[config.mk]
export PLATFORM = sky130hd
export DESIGN_NAME = demux_capture_4ch
export DESIGN_NICKNAME = d
export VERILOG_FILES = /design/src/rtl/demux_capture_4ch.sv
export SDC_FILE = /design/constraint.sdc
export NUM_CORES = 1
export LEC_CHECK = 0
export CAP_MARGIN = 25
export CORE_ASPECT_RATIO = 2
export CORE_MARGIN = 2
export CORE_UTILIZATION = 30
export CTS_BUF_LIST = sky130_fd_sc_hd__clkbuf_4 sky130_fd_sc_hd__clkbuf_8 sky130_fd_sc_hd__clkbuf_16
export DETAILED_ROUTE_END_ITERATION = 16
export PLACE_DENSITY = 0.55
export REMOVE_ABC_BUFFERS = 1
export SLEW_MARGIN = 30
export SYNTH_ARGS = -nofsm -noshare
export SYNTH_HDL_FRONTEND = slang
export SYNTH_SLANG_ARGS = --single-unit
[constraint.sdc]
create_clock -name clk -period 4.1 [get_ports clk]
set_clock_uncertainty 0.15 [all_clocks]
set_input_delay 0.82 -clock clk [delete_from_list [all_inputs] [get_ports clk]]
set_output_delay 0.82 -clock clk [all_outputs]
set_load 0.01 [all_outputs]
[src/rtl/demux_capture_4ch.sv]
// rtl/demux_capture_4ch.sv - four-channel MSB-first word assembler behind a 1-to-4 demux
// Completed words leave through one round-robin valid/ready port tagged with their channel.
module demux_capture_4ch #(
  parameter int WIDTH = 8
) (
  input  logic             clk,
  input  logic             rst_n,
  input  logic             bit_strobe,
  input  logic             a,
  input  logic             b,
  input  logic             A,
  input  logic             B,
  input  logic             C,
  input  logic             D,
  output logic             out_valid,
  output logic [1:0]       out_ch,
  output logic [WIDTH-1:0] out_data,
  input  logic             out_ready,
  output logic [3:0]       overrun,
  output logic             proto_err,
  input  logic             clr_err
);

  localparam int CW = $clog2(WIDTH);

  logic [WIDTH-1:0] sr   [4];
  logic [WIDTH-1:0] hold [4];
  logic [CW-1:0]    cnt  [4];
  logic [3:0]       hf;
  logic [1:0]       rr;
  logic [1:0]       gnt;
  logic             lock;
  logic [1:0]       lock_ch;

  logic [1:0]       sel;
  logic [3:0]       line;
  logic             bit_in;
  logic [WIDTH-1:0] word;
  logic             done;
  logic             xfer;
  logic             drain_sel;
  logic             proto_set;
  logic [3:0]       ovr_set;

  assign sel       = {a, b};
  assign line      = {D, C, B, A};
  assign bit_in    = line[sel];
  assign word      = {sr[sel][WIDTH-2:0], bit_in};
  assign done      = bit_strobe && (cnt[sel] == CW'(WIDTH - 1));
  assign xfer      = out_valid && out_ready;
  assign drain_sel = xfer && (gnt == sel);
  assign proto_set = bit_strobe && |(line & ~(4'b0001 << sel));
  assign ovr_set   = (done && hf[sel] && !drain_sel) ? (4'b0001 << sel) : 4'b0000;

  // A presented word is locked in place until accepted, so later loads on
  // channels closer to rr cannot steal the grant mid-handshake.
  always_comb begin
    gnt = rr;
    if (lock) begin
      gnt = lock_ch;
    end else begin
      for (int i = 3; i >= 0; i--) begin
        if (hf[rr + 2'(i)]) gnt = rr + 2'(i);
      end
    end
  end

  assign out_valid = |hf;
  assign out_ch    = out_valid ? gnt : 2'd0;
  assign out_data  = out_valid ? hold[gnt] : '0;

  always_ff @(posedge clk or negedge rst_n) begin
    if (!rst_n) begin
      for (int c = 0; c < 4; c++) begin
        sr[c]   <= '0;
        hold[c] <= '0;
        cnt[c]  <= '0;
      end
      hf        <= '0;
      rr        <= '0;
      lock      <= 1'b0;
      lock_ch   <= '0;
      overrun   <= '0;
      proto_err <= 1'b0;
    end else begin
      if (xfer) begin
        hf[gnt] <= 1'b0;
        rr      <= gnt + 2'd1;
      end
      lock    <= out_valid && !out_ready;
      lock_ch <= gnt;
      if (bit_strobe) begin
        sr[sel] <= word;
        if (done) begin
          cnt[sel] <= '0;
          // Placed after the drain clear so a same-edge reload keeps hf set.
          if (!hf[sel] || drain_sel) begin
            hold[sel] <= word;
            hf[sel]   <= 1'b1;
          end
        end else begin
          cnt[sel] <= cnt[sel] + CW'(1);
        end
      end
      overrun   <= (overrun & ~{4{clr_err}}) | ovr_set;
      proto_err <= (proto_err & ~clr_err) | proto_set;
    end
  end

endmodule
==> impl_metrics.py <==
metrics = {
    "status": {
        "status": "finished, final reports clean",
    },
    "logic_synthesis": {
        "yosysTopAreaCell": "dfrtp_1",
        "synth.cell_area_mm2": 0.004081,
        "synth_mux_area_share_pct": 28.51,
        "yosys_warnings": 0,
        "ys_ff_latch": 86,
        "synth.distinct_cells": 45,
        "synth_fa_ha_area_share_pct": 0.6131,
        "synth_simple_gate_area_share_pct": 7.204,
        "synth-compound-area-share_pct": 7.357,
        "syn_inst": 317,
        "synth_top_area_share_pct": 52.73,
        "syn_avg_cell_area_um2": 12.88,
        "synth_top_cells_by_area": "dfrtp_1, mux2_2, mux4_2",
        "synth_top_family_by_area": "multiplexers",
        "synth_xor_area_share_pct": 0.2146,
        "ys_seq_area_share_pct": 52.73,
    },
    "placed_design": {
        "io_buffers": 26,
        "finalWeightedCongestion": 0.7390,
        "placed_area_mm2": 0.004491,
        "dp.final_hpwl_um": 6300,
        "placedCellCount": 485,
    },
    "timing": {
        "fin_crit_sh_pct": 94.26,
        "setup_tns_ps": 0,
        "clock.fmax_mhz": 258.7,
        "slew_viol_final": 0,
        "setup_viol": 0,
        "min_period_ps": 3865,
        "grt_setup_unrepaired": "false",
        "hold_viol_final": 0,
        "worstMarginPinSlew_ps": 805.0,
        "slew_headroom_pct": 46.33,
    },
    "worst_setup_path": {
        "worstPathRequired_ps": 3130,
        "regToRegSetupSlack_ps": 1350,
        "end_kind": "output port",
        "path_cells": "nand2b_1 -> a32oi_1 -> a32o_1 -> nand2_1 -> o22ai_1 -> clkdlybuf4s50_1",
        "critPathLaunchType": "flip-flop",
        "cp_max_fo": 11,
        "critical_path_class": "reg -> out",
        "timing.rr.end": "hold[17]",
        "worst_ep_arrival_time_ps": 2890,
        "critPathLaunch": "rr[1]",
        "cp_slowest_cell": "clkdlybuf4s50_1",
        "crit_family": "compound AO/OA/AOI/OAI gates",
        "reg2reg_from": "rr[1]",
        "cpPeakStageDelay_ps": 600,
        "crit_buf_inv": 1,
        "reg2reg_depth": 6,
    },
    "clocking": {
        "numCtsBuffers": 9,
        "hold_buffers": 0,
        "clock_path_buffers": 2,
        "clk_latency_ps": 340,
        "cts.reportedPaths.clkPinSlew_ps": 60,
        "htreeDepth": 3,
        "cts_root_buf": "clkbuf_16",
        "cts_sinks": 86,
        "cts_setup_buffers": 0,
        "post_cts_resized": 0,
        "tritoncts": "built",
    },
    "hold_path": {
        "holdPathStages": 2,
        "worstHoldStart": "cnt[4]",
        "min_path_type": "reg -> reg",
        "hold_end": "cnt[4]",
    },
    "finish": {
        "final_cell_mix": "dfrtp_1, mux2_2, nand2_1, clkdlybuf4s50_1, mux2i_1",
        "final_util_pct": 35.87,
        "drive_gt1_share_pct": 29.19,
        "antennaDiodeCount": 0,
        "final_common_cell": "dfrtp_1",
        "finalInstanceArea_mm2": 0.004793,
        "fin_cells": 501,
        "nets": 354,
        "area_growth_pct": 17.44,
    },
    "run": {
        "maxCapViolations": 0,
    },
    "drt": {
        "postRouteAntennaNets": 0,
        "drc": 0,
        "wl_um": 8844,
        "post_drt_wl_per_cell_um": 17.65,
        "drtPass1Iterations": 4,
        "dr_total_vias": 2593,
        "viasPerCell": 5.176,
        "drt_iter0_drc": 178,
    },
    "floorplanning": {
        "die_y_um": 169.0,
        "start_util_pct": 30.54,
        "num_rows": 60,
        "io-pin-count": 27,
        "dieArea_mm2": 0.01461,
        "chipWidth_um": 86.48,
        "core_area_mm2": 0.01336,
    },
    "grt": {
        "grt_pass1_vias": 2864,
        "grt_max_degree": 87,
        "grt_first_pass_wirelength_um": 14990,
        "antenna_found_initial": 0,
        "grt_usage_pct": 13.55,
        "grt_overflow": 0,
    },
    "power_and_ir_drop": {
        "ir_worst_vdd_v": 0.0002670,
        "p_per_area_mw_per_mm2": 634.7,
        "fin_total_pwr_w": 0.003042,
        "leakagePower_nw": 2.166,
    },
}
## metrics by stage
stage / hold WS [ps] / setup WS [ps]
floorplan: 294.6 / 1312
global placement: 309.4 / 180.2
detailed placement: 316.6 / 146.3
CTS: 329.3 / 102.0
global route: 353.5 / 53.52
finish: 323.1 / 235.2
## registers in the layout, summed over array words and instances (netlist names)
register	flops
rr	2
hf	4
lock_ch	2
proto_err	1
overrun	4
sr	28
cnt	12
lock	1
hold	32
## how the worst max path moves through the flow
stage | end | slack, ps | cells past startpoint
2_1_floorplan | hold[10] | 1310 | 8
3_3_place_gp | hold[27] | 180 | 9
3_5_place_dp | hold[28] | 150 | 9
4_1_cts | out_data[2] | 100 | 6
5_1_grt | out_data[2] | 50 | 6
6_report | out_data[2] | 240 | 6
## cell usage after synthesis (all sizes together)
cell type  number
xnor2           1
a32oi           2
nor2            7
o22ai          11
a31oi           3
clkbuf          9
or3b            2
o32ai           1
and3            1
a32o            1
inv            11
o221ai          1
nor2b           1
nand4           1
nand2b          5
buf            10
a21o            1
a2111o          1
ha              2
dfrtp          86
o21a            1
or4             1
o21ai          18
and2b           1
and2            1
nand2          25
mux4           10
a2111oi         1
nand3           5
a211oi          1
o31ai           4
a21oi           1
mux2           62
nand3b          1
mux2i          21
nor4            1
clkinv          1
nor3            4
or2             1
## cell families after synthesis
kind of cell,count (synthesis)
buffers and inverters,31
muxes,93
DFF,86
and+or+nand+nor,57
AOI/OAI and AO/OA,47
xor gates and xnor gates,1
adders and majority gates,2
## worst register-to-register path, cell delays in order, from the launching register on
cell and delay (ps):
dfrtp_1 450, nand2b_1 180, a32oi_1 190, a32o_1 460, a31oi_1 250, or3b_1 610, mux2_2 350
## where the power goes
group	switching, W	internal (W)	leakage, nW
combinational	0.000498	0.000475	0.892
clock	0.000335	0.000495	0.149
sequential	0.000143	0.00110	1.12
total	0.000976	0.00207	2.17
## routing by layer
metal / global-route usage (%) / vias to the layer above / part of all wire [%]
li1: - / 1204 / -
met1: 14.12 / 1342 / 37
met2: 25.35 / 35 / 58
met3: 2.389 / 12 / 2.1
met4: 6.454 / 0 / 2.7
met5: 0 / - / 0
## cell type report
class	instances	area, um2
fill	1336	8569
sequential	86	2152
multi-input combinational	200	1792
timing repair buffer	32	306.5
clock buffer	11	246.5
tap	155	193.9
clock inverter	5	56.30
inverter	12	46.29
No activity file was read; power rests on OpenSTA's default activity.
==> RTL edit (config.mk and constraints unchanged) <==
Set the parameter `WIDTH` to 16 (it was 8).
--- a/src/rtl/demux_capture_4ch.sv
+++ b/src/rtl/demux_capture_4ch.sv
@@ -1,7 +1,7 @@
 // rtl/demux_capture_4ch.sv - four-channel MSB-first word assembler behind a 1-to-4 demux
 // Completed words leave through one round-robin valid/ready port tagged with their channel.
 module demux_capture_4ch #(
-  parameter int WIDTH = 8
+  parameter int WIDTH = 16
 ) (
   input  logic             clk,
   input  logic             rst_n,
Ports: changed (resized out_data); port bits go from 27 to 35. No check against the original RTL was run, so the function may have changed too.
==> RTL edit against the unedited design <==
- wire length up 87%
- sequential cell count up 68
- die area up 76%
- synthesized area up 79%
- critical path type unchanged
- hold slack worse by 41 ps
- total power up 43%
- design area up 79%
- worst setup slack worse by 53 ps
- register-to-register slack worse by 300 ps
- core utilization up 0.076 points
==> RTL edit: results (changes against the unedited design) <==
Status -> finished, final reports clean
Netlist cell types -> 48 (+6.7%)
Psw -> 1200 µW (+23%)
Sequential area share after synthesis -> 52.8% (+0.093 points)
Sequential share of power -> 43.1% (+2.4 points)
Grt met3 use -> 2.40% (+0.0092 points)
Pin count of the biggest net entering global routing -> 84 (-3.4%)
Mux contribution to synthesized area -> 27.4% (-1.1 points)
Final nets -> 588 (+66%)
Leak -> 0.00389 µW (+80%)
Placement Cell Area -> 0.00795 mm² (+77%)
First-pass GRT wire length -> 26.8 mm (+79%)
Top Registers -> hold (64), sr (60), cnt (16)
Met2 usage in global routing -> 27.2% (+1.8 points)
CTS buffer count -> 17 (+8)
Critical path arrival -> 2950 ps (+60 ps)
Synth top area cells -> dfrtp_1, mux2_2, mux4_2
Share of layout cells above drive strength 1 -> 31.6% (+2.4 points)
Synth Area in Adders -> 0.171% (-0.44 points)
Via Count -> 4,377 (+69%)
Initial antenna violation count -> 0 (unchanged)
Fillers -> 2,255 (+69%)
Vias in the first global route -> 4,912 (+72%)
Gpl congestion -> 0.743 (+0.49%)
Final Non-Filler Cells -> 876 (+75%)
Synth Area in XOR/XNOR -> 0.703% (+0.49 points)
WL/cell -> 18.8 µm (+6.8%)
Post_cts resized -> 1 (+1)
Met1 Usage GRT -> 13.8% (-0.30 points)
Gr usage total -> 13.9% (+0.38 points)
Avg Cell Area, Syn -> 13.3 µm² (+3.6%)
Port bufs -> 34 (+31%)
HPWL after DPL -> 10.3 mm (+64%)
## RTL edit: changes by cell type after synthesis, moves of 4 or more
cell      change
mux2_4       +21
mux2_1        +6
clkbuf_1      +6
a211oi_1     +32
mux2_2       +21
dfrtp_1      +68
mux4_2       +10
buf_1         +4
nand2_1      +47
o22ai_1       -8
o21ai_0       +6
nor2b_1      +18
## RTL edit: stage by stage
step | power [µW] | hold slack (ps) | setup slack, ps
2_1_floorplan | 2430 | 290 | 659
3_3_place_gp | 2680 | 302 | 259
3_5_place_dp | 2740 | 313 | 219
4_1_cts | 4420 | 313 | 31.5
5_1_grt | 4590 | 341 | 22.6
6_report | 4360 | 282 | 182
## RTL edit: worst paths after layout
check,from,to,cells past startpoint
min reg2reg,sr[16]$_DFFE_PN0P_,sr[16]$_DFFE_PN0P_,2
max reg2reg,hf[0]$_DFF_PN0_,hold[21]$_DFFE_PN0P_,8
min in group clk,sr[16]$_DFFE_PN0P_,sr[16]$_DFFE_PN0P_,2
max,hf[0]$_DFF_PN0_,out_data[5],8
max in group asynchronous,rst_n,sr[20]$_DFFE_PN0P_,2
min,rst_n,cnt[8]$_DFFE_PN0P_,1
## RTL edit: final cells by class
type / instances / area (µm²) / area share [%]
clock inverter: 13 / 174 / 2.02
inverter: 9 / 33.8 / 0.393
multi-input combinational: 349 / 3240 / 37.7
tap: 287 / 359 / 4.18
clock buffer: 19 / 453 / 5.27
timing repair buffer: 45 / 482 / 5.60
sequential: 154 / 3850 / 44.8
## RTL edit: routing by layer
metal / vias up / share of wire [%]
li1: 2027 / -
met1: 2290 / 37
met2: 43 / 59
met3: 17 / 2.1
met4: 0 / 2.1
met5: - / 0
